`src/rtl/instr_fetch_unit_if.sv`:
```
// Bundle of the fetch unit's memory, redirect and decoder-facing signals.
// Every valid/ready pair transfers on a rising edge where both are 1; valid and its payload hold until then.
interface instr_fetch_unit_if;
    logic        imem_req_valid;
    logic        imem_req_ready;
    logic [31:0] imem_req_addr;
    logic        imem_rsp_valid;
    logic [31:0] imem_rsp_data;
    logic        redirect;
    logic [31:0] redirect_target;
    logic        instr_valid;
    logic        instr_ready;
    logic [31:0] Instr;
    logic [31:0] instr_pc;
    logic        flushing;
    logic [1:0]  fsm_state;

    modport master (
        output imem_req_valid, imem_req_addr, instr_valid, Instr, instr_pc, flushing, fsm_state,
        input  imem_req_ready, imem_rsp_valid, imem_rsp_data, redirect, redirect_target, instr_ready
    );

    modport slave (
        input  imem_req_valid, imem_req_addr, instr_valid, Instr, instr_pc, flushing, fsm_state,
        output imem_req_ready, imem_rsp_valid, imem_rsp_data, redirect, redirect_target, instr_ready
    );
endinterface

```
`src/rtl/instr_fetch_unit.sv`:
```
// Instruction fetch front end: owns the fetch PC, issues credit-limited word requests,
// tags in-order responses with their PC in a prefetch FIFO and flushes on branch redirect.
module instr_fetch_unit #(
    parameter logic [31:0] RESET_PC        = 32'h0000_0000,
    parameter int          DEPTH           = 4,
    parameter int          MAX_OUTSTANDING = 2
) (
    input  logic                clk,
    input  logic                reset,
    instr_fetch_unit_if.master  io_bus
);
    localparam int PW = $clog2(DEPTH);
    localparam int CW = $clog2(DEPTH + 1);
    localparam int OW = $clog2(MAX_OUTSTANDING + 1);
    localparam int TW = (MAX_OUTSTANDING > 1) ? $clog2(MAX_OUTSTANDING) : 1;

    localparam logic [31:0]   DEPTH_U  = DEPTH;
    localparam logic [31:0]   MAX_U    = MAX_OUTSTANDING;
    localparam logic [CW-1:0] ONE_C    = 1;
    localparam logic [OW-1:0] ONE_O    = 1;
    localparam logic [PW-1:0] ONE_P    = 1;
    localparam logic [TW-1:0] ONE_T    = 1;
    localparam logic [TW-1:0] TAG_LAST = TW'(MAX_OUTSTANDING - 1);

    typedef enum logic [1:0] {
        S_FETCH = 2'd0,
        S_STALL = 2'd1,
        S_FLUSH = 2'd2
    } state_t;

    state_t        r_state;
    state_t        w_state_next;
    logic [31:0]   r_fetch_pc;
    logic [31:0]   r_fifo_instr [DEPTH];
    logic [31:0]   r_fifo_pc    [DEPTH];
    logic [PW-1:0] r_wr_ptr;
    logic [PW-1:0] r_rd_ptr;
    logic [CW-1:0] r_count;
    logic [OW-1:0] r_outstanding;
    logic [OW-1:0] r_drop_cnt;
    logic [31:0]   r_tag [MAX_OUTSTANDING];
    logic [TW-1:0] r_tag_wr;
    logic [TW-1:0] r_tag_rd;

    logic          w_credit;
    logic          w_credit_next;
    logic          w_req_valid;
    logic          w_accept;
    logic          w_rsp;
    logic          w_redirect;
    logic          w_drop_rsp;
    logic          w_push;
    logic          w_pop;
    logic [OW-1:0] w_out_next;
    logic [OW-1:0] w_drop_next;
    logic [CW-1:0] w_count_next;

    // Reserving a FIFO slot for every in-flight request guarantees a response always has room.
    assign w_credit = (32'(r_count) + 32'(r_outstanding) < DEPTH_U) && (32'(r_outstanding) < MAX_U);

    assign w_redirect  = io_bus.redirect;
    assign w_req_valid = reset & ~w_redirect & w_credit;
    assign w_accept    = w_req_valid & io_bus.imem_req_ready;
    assign w_rsp       = io_bus.imem_rsp_valid;
    assign w_drop_rsp  = w_rsp & (w_redirect | (r_drop_cnt != '0));
    assign w_push      = w_rsp & ~w_drop_rsp;
    assign w_pop       = (r_count != '0) & io_bus.instr_ready & ~w_redirect;

    always_comb begin
        w_out_next   = r_outstanding;
        w_drop_next  = r_drop_cnt;
        w_count_next = r_count;
        if (w_accept) w_out_next = w_out_next + ONE_O;
        if (w_rsp)    w_out_next = w_out_next - ONE_O;
        if (w_redirect) begin
            // Everything still in flight belongs to the abandoned path, except a word landing right now.
            w_drop_next  = w_rsp ? (r_outstanding - ONE_O) : r_outstanding;
            w_count_next = '0;
        end else begin
            if (w_rsp && (r_drop_cnt != '0)) w_drop_next = r_drop_cnt - ONE_O;
            if (w_push && !w_pop)            w_count_next = r_count + ONE_C;
            else if (!w_push && w_pop)       w_count_next = r_count - ONE_C;
        end
    end

    assign w_credit_next = (32'(w_count_next) + 32'(w_out_next) < DEPTH_U) && (32'(w_out_next) < MAX_U);

    always_comb begin
        w_state_next = S_FETCH;
        if (w_drop_next != '0)   w_state_next = S_FLUSH;
        else if (!w_credit_next) w_state_next = S_STALL;
    end

    always_ff @(posedge clk or negedge reset) begin
        if (!reset) r_state <= S_FETCH;
        else        r_state <= w_state_next;
    end

    always_ff @(posedge clk or negedge reset) begin
        if (!reset) begin
            r_fetch_pc    <= RESET_PC;
            r_wr_ptr      <= '0;
            r_rd_ptr      <= '0;
            r_count       <= '0;
            r_outstanding <= '0;
            r_drop_cnt    <= '0;
            r_tag_wr      <= '0;
            r_tag_rd      <= '0;
            for (int i = 0; i < DEPTH; i++) begin
                r_fifo_instr[i] <= '0;
                r_fifo_pc[i]    <= '0;
            end
            for (int i = 0; i < MAX_OUTSTANDING; i++) r_tag[i] <= '0;
        end else begin
            r_outstanding <= w_out_next;
            r_drop_cnt    <= w_drop_next;
            r_count       <= w_count_next;

            if (w_redirect)    r_fetch_pc <= {io_bus.redirect_target[31:2], 2'b00};
            else if (w_accept) r_fetch_pc <= r_fetch_pc + 32'd4;

            // The tag queue tracks every in-flight request, dropped or not, so it stays aligned.
            if (w_accept) begin
                r_tag[r_tag_wr] <= r_fetch_pc;
                r_tag_wr        <= (r_tag_wr == TAG_LAST) ? '0 : r_tag_wr + ONE_T;
            end
            if (w_rsp) r_tag_rd <= (r_tag_rd == TAG_LAST) ? '0 : r_tag_rd + ONE_T;

            if (w_redirect) begin
                r_wr_ptr <= '0;
                r_rd_ptr <= '0;
            end else begin
                if (w_push) begin
                    r_fifo_instr[r_wr_ptr] <= io_bus.imem_rsp_data;
                    r_fifo_pc[r_wr_ptr]    <= r_tag[r_tag_rd];
                    r_wr_ptr               <= r_wr_ptr + ONE_P;
                end
                if (w_pop) r_rd_ptr <= r_rd_ptr + ONE_P;
            end
        end
    end

    assign io_bus.imem_req_valid = w_req_valid;
    assign io_bus.imem_req_addr  = reset ? r_fetch_pc : 32'd0;
    assign io_bus.instr_valid    = (r_count != '0);
    assign io_bus.Instr          = r_fifo_instr[r_rd_ptr];
    assign io_bus.instr_pc       = r_fifo_pc[r_rd_ptr];
    assign io_bus.flushing       = (r_drop_cnt != '0);
    assign io_bus.fsm_state      = r_state;

    // Any of these firing means the credit scheme or the memory's response contract broke.
    a_count_bound: assert property (@(posedge clk) disable iff (!reset) r_count <= CW'(DEPTH));
    a_out_bound:   assert property (@(posedge clk) disable iff (!reset) r_outstanding <= OW'(MAX_OUTSTANDING));
    a_rsp_owed:    assert property (@(posedge clk) disable iff (!reset) !(w_rsp && (r_outstanding == '0)));
    a_push_room:   assert property (@(posedge clk) disable iff (!reset) !(w_push && (r_count == CW'(DEPTH))));
endmodule

```
`src/flat_wrapper.sv`:
```
// flat-port wrapper written by rule: the top's interface ports become plain ports
module instr_fetch_unit_flat 
#(
    parameter logic [31:0] RESET_PC        = 32'h0000_0000,
    parameter int          DEPTH           = 4,
    parameter int          MAX_OUTSTANDING = 2
)
  (clk, reset, io_bus_imem_req_valid, io_bus_imem_req_addr, io_bus_instr_valid, io_bus_Instr, io_bus_instr_pc, io_bus_flushing, io_bus_fsm_state, io_bus_imem_req_ready, io_bus_imem_rsp_valid, io_bus_imem_rsp_data, io_bus_redirect, io_bus_redirect_target, io_bus_instr_ready);
  instr_fetch_unit_if io_bus_i ();
  input  logic clk;
  input  logic reset;
  output wire logic [$bits(io_bus_i.imem_req_valid)-1:0] io_bus_imem_req_valid;
  output wire logic [$bits(io_bus_i.imem_req_addr)-1:0] io_bus_imem_req_addr;
  output wire logic [$bits(io_bus_i.instr_valid)-1:0] io_bus_instr_valid;
  output wire logic [$bits(io_bus_i.Instr)-1:0] io_bus_Instr;
  output wire logic [$bits(io_bus_i.instr_pc)-1:0] io_bus_instr_pc;
  output wire logic [$bits(io_bus_i.flushing)-1:0] io_bus_flushing;
  output wire logic [$bits(io_bus_i.fsm_state)-1:0] io_bus_fsm_state;
  input wire logic [$bits(io_bus_i.imem_req_ready)-1:0] io_bus_imem_req_ready;
  input wire logic [$bits(io_bus_i.imem_rsp_valid)-1:0] io_bus_imem_rsp_valid;
  input wire logic [$bits(io_bus_i.imem_rsp_data)-1:0] io_bus_imem_rsp_data;
  input wire logic [$bits(io_bus_i.redirect)-1:0] io_bus_redirect;
  input wire logic [$bits(io_bus_i.redirect_target)-1:0] io_bus_redirect_target;
  input wire logic [$bits(io_bus_i.instr_ready)-1:0] io_bus_instr_ready;
  assign io_bus_imem_req_valid = io_bus_i.imem_req_valid;
  assign io_bus_imem_req_addr = io_bus_i.imem_req_addr;
  assign io_bus_instr_valid = io_bus_i.instr_valid;
  assign io_bus_Instr = io_bus_i.Instr;
  assign io_bus_instr_pc = io_bus_i.instr_pc;
  assign io_bus_flushing = io_bus_i.flushing;
  assign io_bus_fsm_state = io_bus_i.fsm_state;
  assign io_bus_i.imem_req_ready = io_bus_imem_req_ready;
  assign io_bus_i.imem_rsp_valid = io_bus_imem_rsp_valid;
  assign io_bus_i.imem_rsp_data = io_bus_imem_rsp_data;
  assign io_bus_i.redirect = io_bus_redirect;
  assign io_bus_i.redirect_target = io_bus_redirect_target;
  assign io_bus_i.instr_ready = io_bus_instr_ready;
  instr_fetch_unit #(.RESET_PC(RESET_PC), .DEPTH(DEPTH), .MAX_OUTSTANDING(MAX_OUTSTANDING)) u_core (.clk(clk), .reset(reset), .io_bus(io_bus_i));
endmodule
```
`config.mk`:
```
export PLATFORM = sky130hd
export DESIGN_NAME = instr_fetch_unit_flat
export DESIGN_NICKNAME = d
export VERILOG_FILES = /design/src/rtl/instr_fetch_unit_if.sv /design/src/rtl/instr_fetch_unit.sv /design/src/flat_wrapper.sv
export SDC_FILE = /design/constraint.sdc
export NUM_CORES = 1
export LEC_CHECK = 0
export BUFFER_PORTS_ARGS = -buffer_cell sky130_fd_sc_hd__buf_2
export CORE_UTILIZATION = 63
export DETAILED_ROUTE_END_ITERATION = 10
export PLACE_DENSITY = 0.83
export SYNTH_ARGS = -nofsm -noshare
export SYNTH_HDL_FRONTEND = slang
export SYNTH_SLANG_ARGS = --single-unit
```
`constraint.sdc`:
```
create_clock -name clk -period 5.8 [get_ports clk]
set_input_delay 0 -clock clk [delete_from_list [all_inputs] [get_ports clk]]
set_output_delay 0 -clock clk [all_outputs]
set_load 0.03 [all_outputs]
```
==> results.sh <==
export IMPL_layout_nets=1520
export IMPL_fillers=1482
export IMPL_skew_ns=0.01467
export IMPL_ff2ff_setup_slack_ns=2.78
export IMPL_fmax_mhz=320.5
export IMPL_gr_usage_met1_pct=39.62
export IMPL_post_cts_buffers=0
export IMPL_io_buffer_count=164
export IMPL_holdWs_ns=0.05481
export IMPL_synthesis_area_um2=15860
export IMPL_cp_cell_sequence="dlygate4sd3_1, buf_8, buf_12, buf_4, and2_1, buf_2"
export IMPL_post_cts_resized=0
export IMPL_r2r_start="u_core.r_outstanding[1]$_DFF_PN0_"
export IMPL_use_met2_pct=47.80
export IMPL_cts_buffers=37
export IMPL_antenna_found_initial=0
export IMPL_die_h_um=160.6
export IMPL_hp_class="in -> reg"
export IMPL_worst_path_largest_cell_delay_ns=0.75
export IMPL_power_leakage_nw=8.809
export IMPL_cts_clk_slew_worst_paths_ns=0.06
export IMPL_syn_instance_count=1246
export IMPL_grt_use_met3_pct=5.062
export IMPL_setup_violations=0
export IMPL_synth_area_leaders="dfrtp_1 (56%), mux2_2 (13%), mux4_2 (8.8%)"
export IMPL_yosys_warnings=0
export IMPL_vias=10780
export IMPL_clock_path_buffers=3
export IMPL_routed_wl_um=36490
export IMPL_yosys_cell_count_top_type="dfrtp_1"
export IMPL_clock_latency_ns=0.53
export IMPL_drive_gt1_share_pct=33.88
export IMPL_end_kind="primary output"
export IMPL_cts_max_level=2
export IMPL_firstDrtPassIters=5
export IMPL_synth_top_area_share_pct=55.71
export IMPL_maxSlewViolCount=0
export IMPL_status="completed"
export IMPL_worst_pin_slew_ns=1.131
export IMPL_diodes=0
export IMPL_start_util_pct=64.63
export IMPL_cts_hold_fix_buffers=66
export IMPL_worstSetupStartpoint="reset"
export IMPL_grt_max_degree=162
export IMPL_r2r_cells=6
export IMPL_vias_per_cell=6.017
export IMPL_ys_async_sr_fraction_pct=100.0
export IMPL_first_iter_violations=812
export IMPL_ys_ff_latch=353
export IMPL_rsz0062_at_grt="false"
export IMPL_power_mw=9.145
export IMPL_grt_pass1_wl_um=59070
export IMPL_grt_pass1_vias=11150
export IMPL_ir_drop_mv=0.4057
export IMPL_postSynthAreaPerCell_um2=12.72
export IMPL_synth_edf_count=0
export IMPL_endpoint="io_bus_imem_req_addr[29]"
export IMPL_die_x_um=160.6
export IMPL_overflow=0
export IMPL_io_pins=171
export IMPL_path_class="in -> out"
export IMPL_slew_headroom_pct=24.63
export IMPL_r2r_end="u_core.r_fetch_pc[15]$_DFFE_PN0N_"
export IMPL_powerDensity_nw_per_um2=488.9
export IMPL_area_delta_synth_final_pct=17.96
export IMPL_rows=57
export IMPL_dp_hpwl_um=20560
export IMPL_numClockSinks=353
export IMPL_root_buffer="clkbuf_16"
export IMPL_period_needed_ns=3.120
export IMPL_drcViolationCount=0
export IMPL_hold_viol=0
export IMPL_max_cap_violations=0
export IMPL_synth_cell_type_count=63
export IMPL_grt_usage_pct=28.99
export IMPL_cp_required_ns=5.80
export IMPL_tritoncts="built"
export IMPL_synth_seq_area_share_pct=55.71
export IMPL_worst_path_max_delay_cell="buf_4"
export IMPL_ant_nets=0
export IMPL_yosysTopAreaCell="dfrtp_1"
export IMPL_post_route_period_util_pct=53.79
export IMPL_fin_setup_tns_ns=0
export IMPL_grt_busiest_layer="met2"
export IMPL_cp_arrival_ns=3.12
export IMPL_die_area_um2=25810
export IMPL_wl_per_cell_um=20.38
export IMPL_synth_ff_type="dfrtp_1"
export IMPL_yosys_top_cells_count="dfrtp_1 (353), mux2_2 (185), nand2_1 (174), o21ai_0 (142), mux4_2 (62)"
export IMPL_gp_congestion=0.8231
export IMPL_crit_fanout=161
export IMPL_start_kind="input port"
export IMPL_core_um2=24530
==> placed cells by master (no fill, tap or decap), types with 10 or more instances in the layout <==
cell type	synthesis	routed
o21ai_0	142	142
mux4_2	62	62
inv_1	14	14
clkbuf_16	0	39
buf_4	7	10
mux2_2	185	185
nor2_1	20	19
and2_1	31	31
ha_1	11	11
nand2_1	174	170
clkbuf_1	52	13
nand3_1	19	19
buf_2	28	163
mux2i_1	32	32
dlygate4sd3_1	0	66
dfrtp_1	353	351
==> through the flow <==
stage | instances | util (%) | worst slack (ns) | instance area [um2]
after global placement | 1658 | 68.62 | 2.885 | 16830
after detailed placement | 1658 | 68.62 | 2.860 | 16830
final | 1791 | 76.23 | 2.680 | 18700
after global routing | 1791 | 76.23 | 2.357 | 18700
after floorplan | 1249 | - | 3.350 | 15870
after CTS | 1791 | 76.23 | 2.588 | 18700
==> power by group <==
group	switching, mW	internal (mW)	leakage (nW)
sequential	0.526	3.16	4.66
clock	0.942	1.40	0.595
combinational	1.79	1.33	3.55
total	3.25	5.89	8.81
==> flip-flops by register name, summed over array words and instances, names as in the netlist <==
signal and flops:
u_core.io_bus.fsm_state 2, u_core.r_count 3, u_core.r_drop_cnt 2, u_core.r_fetch_pc 30, u_core.r_fifo_instr 128, u_core.r_fifo_pc 120, u_core.r_outstanding 2, u_core.r_rd_ptr 2
u_core.r_tag 60, u_core.r_tag_rd 1, u_core.r_tag_wr 1, u_core.r_wr_ptr 2
==> final cells by class <==
type / instances / area, um2 / share of cell area, %
Timing Repair Buffer: 241 / 1587 / 8.483
Multi-Input combinational cell: 792 / 6613 / 35.36
Clock buffer: 61 / 1149 / 6.141
Sequential cell: 353 / 8838 / 47.26
Tap cell: 324 / 405.4 / 2.168
Clock inverter: 6 / 58.81 / 0.3144
Inverter: 14 / 52.55 / 0.2810
==> critical path, delay by kind of cell <==
family	cells	cell delay, ns
buffers and inverters	5	2.68
and+or+nand+nor	1	0.25
==> how the worst min path moves through the flow <==
| stage | start | end | cells after the start |
|---|---|---|---|
| 2_1_floorplan | reset | u_core.io_bus.fsm_state[0]$_DFF_PN0_ | 0 |
| 3_3_place_gp | reset | u_core.r_fifo_instr[89]$_DFFE_PN0P_ | 1 |
| 3_5_place_dp | reset | u_core.r_fifo_instr[89]$_DFFE_PN0P_ | 1 |
| 4_1_cts | io_bus_redirect | u_core.r_wr_ptr[0]$_DFFE_PN0P_ | 3 |
| 5_1_grt | io_bus_redirect | u_core.r_wr_ptr[0]$_DFFE_PN0P_ | 3 |
| 6_report | io_bus_redirect | u_core.r_wr_ptr[0]$_DFFE_PN0P_ | 3 |
==> cells by family after synthesis <==
kind of cell / Yosys count / share of synthesized area [%]
adders and majority gates: 13 / 0.9943
AOI/OAI and AO/OA: 193 / 6.929
and+or+nand+nor: 288 / 8.673
xor gates and xnor gates: 14 / 0.7734
DFF: 353 / 55.71
other: 1 / 0.02365
buffers and inverters: 104 / 2.857
muxes: 280 / 24.04
==> routing by layer <==
layer  up-vias  routed length [um]  share of wire (%)
met5         -                   0                  0
met4         0                 831                2.3
met3        67                2148                5.9
met2       386               18270                 50
met1      5480               15240                 42
li1       4844                   -                  -
Power figures use the tool's default switching activity.
